File: config.mk
export PLATFORM = sky130hd
export DESIGN_NAME = pc_sequencer
export DESIGN_NICKNAME = d
export VERILOG_FILES = /design/src/rtl/cpu_pkg.sv /design/src/rtl/pc_sequencer_tick_gen.sv /design/src/rtl/pc_sequencer.sv
export SDC_FILE = /design/constraint.sdc
export NUM_CORES = 1
export LEC_CHECK = 0
export CORE_MARGIN = 4
export CORE_UTILIZATION = 45
export CTS_CLUSTER_DIAMETER = 30
export DETAILED_ROUTE_END_ITERATION = 8
export DONT_BUFFER_PORTS = 1
export GPL_ROUTABILITY_DRIVEN = 1
export PLACE_DENSITY = 0.58
export SETUP_SLACK_MARGIN = 0.3
export SLEW_MARGIN = 25
export SYNTH_ARGS = -nofsm -noshare
export SYNTH_HDL_FRONTEND = slang
export SYNTH_SLANG_ARGS = --single-unit
File: constraint.sdc
create_clock -name clk -period 4.1 [get_ports clk]
set_clock_uncertainty 0.2 [all_clocks]
set_input_delay 0.615 -clock clk [delete_from_list [all_inputs] [get_ports clk]]
set_output_delay 0.615 -clock clk [all_outputs]
set_load 0.01 [all_outputs]
File: src/rtl/cpu_pkg.sv
// Shared CPU definitions: sequencer state encoding, special instruction words and default widths.
package cpu_pkg;

  localparam int unsigned PC_W_DEF  = 32;
  localparam int unsigned INST_W    = 32;
  localparam int unsigned STATE_W   = 2;

  localparam logic [INST_W-1:0] HALT_INST_DEF = 32'h0000_0000;
  localparam logic [INST_W-1:0] NOP_INST      = 32'h0000_0013;

  typedef logic [STATE_W-1:0] state_t;

  localparam state_t S_IDLE   = 2'd0;
  localparam state_t S_RUN    = 2'd1;
  localparam state_t S_STEP   = 2'd2;
  localparam state_t S_HALTED = 2'd3;

  // True for the states in which instructions execute and the divider counts.
  function automatic logic is_exec(input state_t st);
    return (st == S_RUN) || (st == S_STEP);
  endfunction

endpackage

File: src/rtl/pc_sequencer_tick_gen.sv
// Clock-enable divider: tick is high for one cycle out of every DIV enabled cycles.
module tick_gen #(
  parameter int unsigned DIV = 4
) (
  input  logic clk,
  input  logic rst,
  input  logic clr,
  input  logic en,
  output logic tick
);

  localparam int unsigned CW = (DIV > 1) ? $clog2(DIV) : 1;
  localparam logic [CW-1:0] LAST = CW'(DIV - 1);

  logic [CW-1:0] cnt;

  // Tick is a combinational enable so the consumer acts on the same edge the counter wraps.
  assign tick = en && (cnt == LAST);

  // Divider counter: cleared on (re)entry, advances only while enabled, wraps at DIV-1.
  always_ff @(posedge clk) begin
    if (rst || clr) begin
      cnt <= '0;
    end else if (en) begin
      cnt <= (cnt == LAST) ? '0 : cnt + CW'(1);
    end
  end

endmodule

File: src/rtl/pc_sequencer.sv
// Fetch/commit sequencer: owns the PC, runs/steps/halts the core on divided execute ticks,
// and counts retired instructions. Optional breakpoint compare under PCSEQ_BREAKPOINT_EN.
module pc_sequencer
  import cpu_pkg::*;
#(
  parameter int unsigned          PC_W      = PC_W_DEF,
  parameter int unsigned          DIV       = 4,
  parameter logic [PC_W-1:0]      RESET_PC  = '0,
  parameter logic [INST_W-1:0]    HALT_INST = HALT_INST_DEF,
  parameter int unsigned          CNT_W     = 32
) (
  input  logic              clk,
  input  logic              rst,
  input  logic              run_req,
  input  logic              stop_req,
  input  logic              step_req,
  input  logic [INST_W-1:0] inst,
  input  logic [PC_W-1:0]   npc,
  output logic [PC_W-1:0]   pc,
  output logic              commit,
  output logic              halted,
  output logic              running,
`ifdef PCSEQ_BREAKPOINT_EN
  input  logic              bp_en,
  input  logic [PC_W-1:0]   bp_addr,
  output logic              bp_hit,
`endif
  output logic [CNT_W-1:0]  retired
);

  state_t state;
  state_t state_nxt;
  logic   tick;
  logic   exec_c;
  logic   clr_c;
  logic   commit_c;
  logic   is_halt_c;
  logic   bp_stop_c;
  logic   bp_hit_c;

  assign exec_c    = is_exec(state);
  assign is_halt_c = (inst == HALT_INST);

  tick_gen #(
    .DIV (DIV)
  ) u_tick_gen (
    .clk  (clk),
    .rst  (rst),
    .clr  (clr_c),
    .en   (exec_c),
    .tick (tick)
  );

`ifdef PCSEQ_BREAKPOINT_EN
  logic bp_armed;

  // Breakpoint arms after the first tick following a resume, so a resumed core can leave bp_addr.
  always_ff @(posedge clk) begin
    if (rst || clr_c) begin
      bp_armed <= 1'b0;
    end else if (tick) begin
      bp_armed <= 1'b1;
    end
  end

  assign bp_stop_c = bp_en && bp_armed && (pc == bp_addr);
`else
  assign bp_stop_c = 1'b0;
`endif

  // State register.
  always_ff @(posedge clk) begin
    if (rst) begin
      state <= S_IDLE;
    end else begin
      state <= state_nxt;
    end
  end

  // Next-state and commit decode; stop beats run beats step, HALT beats breakpoint.
  always_comb begin
    state_nxt = state;
    clr_c     = 1'b0;
    commit_c  = 1'b0;
    bp_hit_c  = 1'b0;
    case (state)
      S_IDLE: begin
        if (stop_req) begin
          state_nxt = S_IDLE;
        end else if (run_req) begin
          state_nxt = S_RUN;
          clr_c     = 1'b1;
        end else if (step_req) begin
          state_nxt = S_STEP;
          clr_c     = 1'b1;
        end
      end
      S_RUN: begin
        if (stop_req) begin
          state_nxt = S_IDLE;
        end else if (tick) begin
          if (is_halt_c) begin
            state_nxt = S_HALTED;
          end else if (bp_stop_c) begin
            state_nxt = S_IDLE;
            bp_hit_c  = 1'b1;
          end else begin
            commit_c  = 1'b1;
          end
        end
      end
      S_STEP: begin
        if (stop_req) begin
          state_nxt = S_IDLE;
        end else if (tick) begin
          if (is_halt_c) begin
            state_nxt = S_HALTED;
          end else begin
            commit_c  = 1'b1;
            state_nxt = S_IDLE;
          end
        end
      end
      S_HALTED: begin
        state_nxt = S_HALTED;
      end
      default: begin
        state_nxt = S_IDLE;
      end
    endcase
  end

  // PC update, commit pulse and saturating retired counter.
  always_ff @(posedge clk) begin
    if (rst) begin
      pc      <= RESET_PC;
      commit  <= 1'b0;
      retired <= '0;
    end else begin
      commit <= commit_c;
      if (commit_c) begin
        pc <= npc;
        if (retired != {CNT_W{1'b1}}) begin
          retired <= retired + CNT_W'(1);
        end
      end
    end
  end

  // Status flags track the state register on the same edge.
  always_ff @(posedge clk) begin
    if (rst) begin
      running <= 1'b0;
      halted  <= 1'b0;
    end else begin
      running <= is_exec(state_nxt);
      halted  <= (state_nxt == S_HALTED);
    end
  end

`ifdef PCSEQ_BREAKPOINT_EN
  // One-cycle breakpoint hit pulse.
  always_ff @(posedge clk) begin
    if (rst) begin
      bp_hit <= 1'b0;
    end else begin
      bp_hit <= bp_hit_c;
    end
  end
`else
  logic unused_bp_c;
  assign unused_bp_c = bp_hit_c;
`endif

endmodule

After elaboration in Yosys (flattened, before gate mapping). Index checks and enable logic that the tools add are counted.

Register bits: 71. Output and inout port bits: 67. Input port bits: 69. Logic and storage cells: 44.

$add $sub $neg: 2. Reduce and logical (&&, ||, !) cells: 8. Muxes and demuxes: 19. Equality and inequality tests: 8.

Operators with widths (number): $add 32x1->32 const B (1); $logic_not 32->1 (1); $ne 32x32->1 const B (1); $mux 2 (10); $eq 2x2->1 const B (5); $mux 1 (8); $pmux 2 s4 (1); $eq 2x1->1 const B (2); $logic_or 1x1->1 (3); $add 2x1->2 const B (1); $logic_not 2->1 (1); $reduce_and 2->1 (1); $reduce_or 2->1 (1); $logic_and 1x1->1 (1).

Logic depth before layout (Yosys ltp). Gate-level depths: netlist (run 1).

Depth in word-level cells: 8. Gate-level depth with buffers: 9. Mapped depth without buffers: 9.

By module. From an unflattened synthesis (run 1), not the netlist that was laid out.

Cell total of the unflattened synthesis: 401. Area total of the unflattened synthesis: 3204.3 sq um.

By module, submodules not included: pc_sequencer (area each 3103.0 sq um, cells each 392, sequential area each 1381.3 sq um, instances 1); tick_gen (area each 101.3 sq um, cells each 9, sequential area each 40.0 sq um, instances 1).

Worst setup path after synthesis (run 1). No wires, ideal clock.

Path kind: in2reg. Start: in inst[16]. End: reg running. Required time: 3773 ps. Arrival: 2325 ps. Buffers on the path: 1. Library setup time: 127 ps. Setup slack: 1448 ps. Cell stages on the path: 9. Cells stage by stage: nor4_1 nand2_1 or4_4 buf_6 nand3_1 a31oi_1 nor2_1 ha_1 nor2b_1.

Longest elaborated chain between the ends: 7. Elaborated cells between the ends (all ways): 11. Classes of those cells: eq/ne (2); mux (7); reduce/logical (2).

RTL lines: start, declared (line pc_sequencer.sv:17) `input logic [INST_W-1:0] inst,`; $logic_not 32->1 (*) (line pc_sequencer.sv:42) `assign is_halt_c = (inst == HALT_INST);`; $mux 2 (on tied branches) (line pc_sequencer.sv:116, pc_sequencer.sv:102); $mux 2 (on tied branches) (line pc_sequencer.sv:115, pc_sequencer.sv:101); $mux 2 (on tied branches) (line pc_sequencer.sv:113, pc_sequencer.sv:99); $pmux 2 s4 (*) (line pc_sequencer.sv:86) `case (state)`; net state_nxt[1] (line pc_sequencer.sv:32) `state_t state_nxt;`; $eq 2x1->1 or $eq 2x2->1 (tied branches) (line cpu_pkg.sv:20) `return (st == S_RUN) || (st == S_STEP);`; $logic_or 1x1->1 (*) (line cpu_pkg.sv:20); end signal, assigned (line pc_sequencer.sv:156) `running <= is_exec(state_nxt);`; end, declared (line pc_sequencer.sv:22) `output logic running,`.

The timed path passes the listed nets; every way through them passes the cells marked *. A chain may end at the register's enable or synchronous reset.

Worst setup path in the final report (run 1).
Start: reg state[0]. End: reg retired[23].

Longest elaborated chain between the ends: 7. Elaborated cells between the ends (all ways): 9. Classes of those cells: eq/ne (2); mux (3); reduce/logical (4).

RTL lines: start, declared (line pc_sequencer.sv:31) `state_t state;`; start signal, assigned (line pc_sequencer.sv:76) `state <= state_nxt;`; $eq 2x1->1 or $eq 2x2->1 (tied branches) (line cpu_pkg.sv:20); $logic_or 1x1->1 (*) (line cpu_pkg.sv:20); net exec_c (line pc_sequencer.sv:34) `logic exec_c;`; $logic_and 1x1->1 (*) (line pc_sequencer_tick_gen.sv:18) `assign tick = en && (cnt == LAST);`; $mux 1 (*) (line pc_sequencer.sv:115) `end else if (tick) begin`; $mux 1 (*) (line pc_sequencer.sv:113) `if (stop_req) begin`; $mux 1 (*); $reduce_and 2->1 (no line) (*); end signal, assigned (line pc_sequencer.sv:144) `retired <= retired + CNT_W'(1);`; end, declared (line pc_sequencer.sv:28) `output logic [CNT_W-1:0] retired`.

Marks and branches as above.

==> impl_metrics.csv, run 1 <==
group,metric,value,unit
outcome,outcome,"completed",
clock_network,cts_tree,"done",
setup_path,crit_type,"flip-flop to flip-flop",
yosys,syn_inst,395,
drt,vias,2693,
drt,dr.pass1.iters,4,
placement,dp_hpwl,5503,um
clock_network,cts_setup_buffers,0,
yosys,async_flop_share,0,%
yosys,synth_nets,471,
cells_and_area,fillers,686,
drt,wire_per_inst,16.11,um
yosys,ys_warn_count,0,
sta,setup_viol,0,
global_route,grt_pass1_wl,12080,um
global_route,grt_pass1_vias,2476,
floorplanning,ios,136,
drt,finalWirelength,7895,um
global_route,antenna_found_initial,0,
sta,hold_viol_final,0,
cells_and_area,num_antenna_cells,0,
clock_network,cts-root-buf,"clkbuf_8",
pwr,power_density,433.5,nW/um^2
floorplanning,chipWidth,93.48,um
drt,drc,0,
pwr,ir_drop,0.0002258,V
yosys,ys_ff_latch,71,
setup_path,critPathArrivalTime,2.71,ns
yosys,synthTopCellsByArea,"dfxtp_1, nand2_1, a21oi_1",
setup_path,worstSetupStartpointType,"flip-flop",
floorplanning,fp.dieArea,8739,um^2
yosys,synthAdderAreaFrac,2.664,%
yosys,synth.avg_cell_area,8.324,um^2
yosys,synth-main-ff-cell,"dfxtp_1",
sta,setup_tns,0,ns
sta,rsz0062_at_grt,"false",
yosys,synth_top_family_by_area,"simple AND/OR/NAND/NOR gates",
clock_network,clock_latency,0.35,ns
yosys,synth_mux_area_share,1.903,%
yosys,synth_area_leader_cell,"dfxtp_1",
clock_network,cts_resized,0,
yosys,yosysTopAreaCellShare,43.23,%
sta,fmax,373.8,MHz
clock_network,clock_path_buffers,2,
sta,slew_headroom,65.21,%
clock_network,clock-sinks,71,
setup_path,required,4.14,ns
yosys,ys_types,48,
yosys,synth_edf_count,0,
sta,fin_crit_sh,65.26,%
sta,fin_crit,2.676,ns
min_path,min_path_type,"input pin to flip-flop",
pwr,fin_total_pwr,1.533,mW
drt,via_per_inst,5.496,
global_route,overflow,0,
yosys,synth-seq-area-share,43.23,%
sta,maxSlewViolCount,0,
drt,drtIter0Drc,111,
placement,gp_congestion,0.8135,
yosys,synth-simple-area-share,32.65,%
sta,worst_pin_slew,0.5175,ns
yosys,syn_area,3288,um^2
pwr,p_leak,1.169,nW
floorplanning,core_area,6944,um^2
setup_path,crit_fanout,11,
global_route,grt_max_degree,74,
floorplanning,initial_core_util,47.35,%
clock_network,clkTransAtPathRegs,0.09,ns
cells_and_area,post_route_cells_drive_above_1_share,8.883,%
clock_network,hold_buffers,0,
cells_and_area,area_growth,7.534,%
floorplanning,die_y,93.48,um
flow_run,cap_violations,0,
yosys,synthXorXnorAreaFrac,5.061,%
floorplanning,rows,30,
yosys,synth_commonest_cells,"nand2_1, dfxtp_1, a21oi_1",
clock_network,cts_buffers,9,
clock_network,htreeDepth,3,
drt,ant_nets,0,
yosys,synth_compound_area_share,10.01,%
cells_and_area,final_nets,465,
placement,portBuffers,0,
yosys,synth_most_common_cell,"nand2_1",
setup_path,endpoint_kind,"flip-flop",
global_route,grt_usage,17.32,%
## kinds of logic (layout without fill, tap and decap cells)
group	count (synthesis)	after routing
buffers and inverters	25	24
XOR/XNOR	19	19
adder cells (fa/ha/maj)	7	7
multiplexers	6	6
AND/OR/NAND/NOR	207	207
flip-flops	71	71
AO/OA/AOI/OAI	60	60
## final timing paths
path,start,endpoint,slack [ns],cells past startpoint
worst min-delay path,rst,pc[14],0.13,1
worst max-delay path,state[0],retired[23],1.42,9
worst min register to register,pc[26],pc[26],0.30,2
worst max register to register,state[0],retired[23],1.42,9
## final cells by class
type | instances | area, um^2 | share of cell area [%]
Tap cell | 96 | 120.1 | 3.397
Inverter | 5 | 18.77 | 0.5308
Clock inverter | 6 | 91.34 | 2.583
Multi-Input combinational cell | 299 | 1724 | 48.76
Clock buffer | 10 | 137.6 | 3.892
Timing Repair Buffer | 3 | 22.52 | 0.6369
Sequential cell | 71 | 1421 | 40.20
## cell usage in the layout (no fill, tap or decap), types with 5 or more instances in the layout
cell type / instances
nand2_1: 84
dfxtp_1: 71
a21oi_1: 40
nor2_1: 35
nor4_1: 14
nand3_1: 13
xnor2_1: 13
clkbuf_8: 10
o21ai_0: 8
nand4_1: 8
nor3_1: 8
ha_1: 7
xor2_1: 6
inv_1: 5
o31ai_1: 5
and4_1: 5
or4_1: 5
nor2b_1: 5
## state kept, by name, indices dropped and copies added, names as in the netlist
register / flops
running: 1
retired: 32
halted: 1
u_tick_gen.cnt: 2
commit: 1
pc: 32
state: 2
## critical path, stage by stage, from the launching register on
cell and delay, ns:
dfxtp_1 0.42, inv_1 0.12, ha_1 0.39, nand2_1 0.18
nor2_1 0.13, buf_4 0.22, nand4_4 0.18, or4b_1 0.53
mux2i_1 0.16, nor2_1 0.05
## report_power, final
group / leakage, nW / switching [mW] / internal, mW
registers: 0.572 / 0.0191 / 0.708
logic: 0.480 / 0.0919 / 0.0734
clock network: 0.117 / 0.277 / 0.364
total: 1.17 / 0.388 / 1.14
## routing by layer
metal / up-vias / track usage, % / routed length, um
li1: 1376 / - / -
met1: 1225 / 21.50 / 3415
met2: 81 / 27.87 / 3749
met3: 11 / 5.953 / 590
met4: 0 / 5.983 / 139
met5: - / 0 / 0
## per-stage QoR
step                hold WS [ns]  instance area (um^2)  std cells  utilization, %  setup slack, ns
floorplan                 0.2646                  3288        395               -            1.448
global placement          0.2854                  3307        474           47.62            1.375
detailed placement        0.2892                  3307        474           47.62            1.321
CTS                       0.1074                  3536        490           50.92            1.446
global route              0.1036                  3536        490           50.92            1.259
finish                    0.1309                  3536        490           50.92            1.424
Power figures use the tool's default switching activity.
==> run 2: changes to the inputs <==
Settings changed: PLACE_DENSITY 0.58 to 0.6.
Clock period 4.1 ns to 2.45 ns, I/O delays scaled along.
==> run 2 against run 1 <==
The run now ends with hold timing left. Maximum frequency increased by 26%. Critical endpoint unchanged. Non-clock buffer count up 41. Global-route usage up 1.7 points. Critical path type unchanged. Die area did not move. Hold slack worse by 0.25 ns.
==> impl_metrics.csv, run 2 (same netlist as run 1, synthesis figures left out) <==
group,metric,value,unit
outcome,violations,"hold timing",
placement,pre_cts_ws,0.001648,ns
setup_path,worstSetupStartpointType,"flip-flop",
global_route,grt_pass1_wl,13360,um
cells_and_area,final_nets,506,
drt,via_per_inst,5.497,
sta,slew_headroom,68.39,%
drt,wire_per_inst,16.18,um
drt,top_layer_used,"met4",
setup_path,reg2reg_to,"retired[23]",
drt,dr.pass1.iters,4,
sta,maxSlewViolCount,0,
global_route,grt_pass1_vias,2747,
drt,drtIter0Drc,108,
cells_and_area,post_route_cells_drive_above_1_share,25.98,%
floorplanning,chipWidth,93.48,um
pwr,power_density,647.3,nW/um^2
drt,wl_met3,586,um
clock_network,cts_tree,"done",
drt,vias,2919,
pwr,fin_total_pwr,2.654,mW
sta,worst_hold_slack,-0.1151,ns
cells_and_area,biggestRegsByFlops,"pc x32, retired x32",
clock_network,clkTransAtPathRegs,0.08,ns
floorplanning,rows,30,
sta,worst_pin_slew,0.4621,ns
sta,setup_tns,0,ns
clock_network,clock_latency,0.34,ns
setup_path,regToRegStartpoint,"retired[6]",
flow_run,cap_violations,0,
clock_network,clock_path_buffers,2,
setup_path,endpoint_kind,"flip-flop",
setup_path,ff2ff_setup_slack,0.33,ns
clock_network,cts-root-buf,"clkbuf_8",
sta,setup_viol,0,
global_route,grt_usage,18.98,%
cells_and_area,area_growth,24.70,%
drt,drc,0,
placement,gp_congestion,0.8524,
drt,wl_met2,4264,um
floorplanning,die_y,93.48,um
setup_path,crit_type,"flip-flop to flip-flop",
min_path,min_path_type,"input pin to flip-flop",
min_path,hold_depth,1,
clock_network,htreeDepth,3,
drt,ant_nets,0,
global_route,grt_max_degree,74,
floorplanning,core_area,6944,um^2
sta,hold_viol_final,67,
global_route,overflow,0,
min_path,hold_end,"retired[6]",
cells_and_area,num_antenna_cells,0,
setup_path,path_cells,"and4_4 > and4_4 > nand4_4 > or4b_4 > mux2i_1 > nor2_1",
drt,finalWirelength,8592,um
setup_path,crit_fanout,5,
min_path,min_from,"rst",
setup_path,required,2.48,ns
sta,rsz0062_at_grt,"true",
floorplanning,fp.dieArea,8739,um^2
placement,dp_hpwl,5941,um
sta,worst_slack,0.3285,ns
pwr,p_leak,1.402,nW
setup_path,critPathArrivalTime,2.15,ns
clock_network,clock-sinks,71,
global_route,antenna_found_initial,0,
clock_network,hold_buffers,1,
cells_and_area,layout_commonest_cell,"nand2_1",
outcome,outcome,"finished, violations left",
setup_path,cpMaxStageDelayCell,"or4b_4",
clock_network,cts_buffers,9,
drt,wl_met1,3616,um
placement,portBuffers,0,
cells_and_area,final_cell_mix,"nand2_1, dfxtp_1, a21oi_1, buf_4, nor2_1",
pwr,ir_drop,0.0003564,V
sta,fin_crit_sh,86.59,%
setup_path,critPathMaxStageDelay,0.52,ns
setup_path,path_common_cell,"and4_4",
floorplanning,ios,136,
floorplanning,initial_core_util,47.35,%
setup_path,reg2regPathDepth,6,
sta,fmax,471.4,MHz
sta,fin_crit,2.122,ns
## run 2: cell count changes in the layout (fill, tap and decap cells not counted), sizes merged
cell | before | now
dlygate4sd3 | 0 | 1
inv | 7 | 6
buf | 3 | 43
clkinvlp | 0 | 1
## run 2: report_power, final
| part | internal (mW) | switching, mW | leakage (nW) | total (mW) |
|---|---|---|---|---|
| Combinational | 0.212 | 0.202 | 0.717 | 0.415 |
| Clock | 0.581 | 0.455 | 0.107 | 1.04 |
| Sequential | 1.18 | 0.0215 | 0.577 | 1.20 |
## run 2: layout make-up
cell class                      instances  area [um^2]
Inverter                                5        18.77
Clock buffer                           10        127.6
Multi-Input combinational cell        299         1939
Fill cell                             619         2844
Tap cell                               96        120.1
Clock inverter                          6        93.84
Timing Repair Buffer                   44        359.1
Sequential cell                        71         1441
## run 2: worst max-delay path by stage
stage | start | depth (start not counted) | endpoint
2_1_floorplan | inst[1] | 8 | running
3_3_place_gp | inst[1] | 8 | running
3_5_place_dp | inst[24] | 8 | running
4_1_cts | state[1] | 8 | retired[23]
5_1_grt | retired[28] | 8 | retired[13]
6_report | retired[6] | 6 | retired[23]
## run 2: stage by stage
stage,cells,cell area [um^2],util (%)
3_5_place_dp,502,3603,51.89
5_1_grt,531,4100,59.05
6_report,531,4100,59.05
2_1_floorplan,395,3356,-
4_1_cts,521,3875,55.80
3_3_place_gp,502,3603,51.89
## run 2: per-layer routing
metal | vias up | global-route usage [%]
met1 | 1375 | 24.68
met2 | 81 | 29.96
met3 | 9 | 5.068
li1 | 1454 | -
met4 | 0 | 7.204
met5 | - | 0
## run 2: timing repair
action | 4_1_cts | 5_1_grt
cloned | 0 | 1
setup buffers | 2 | 9
gates resized for setup | 11 | 38
endpoints found under the hold margin | 67 | 67
pin swaps | 2 | 9
setup endpoints to repair | 15 | 28
## run 2: worst max-delay path: cells and delay by family, from the launching register on
family | cells | cell delay (ns)
DFF | 1 | 0.38
muxes | 1 | 0.18
and+or+nand+nor | 5 | 1.25
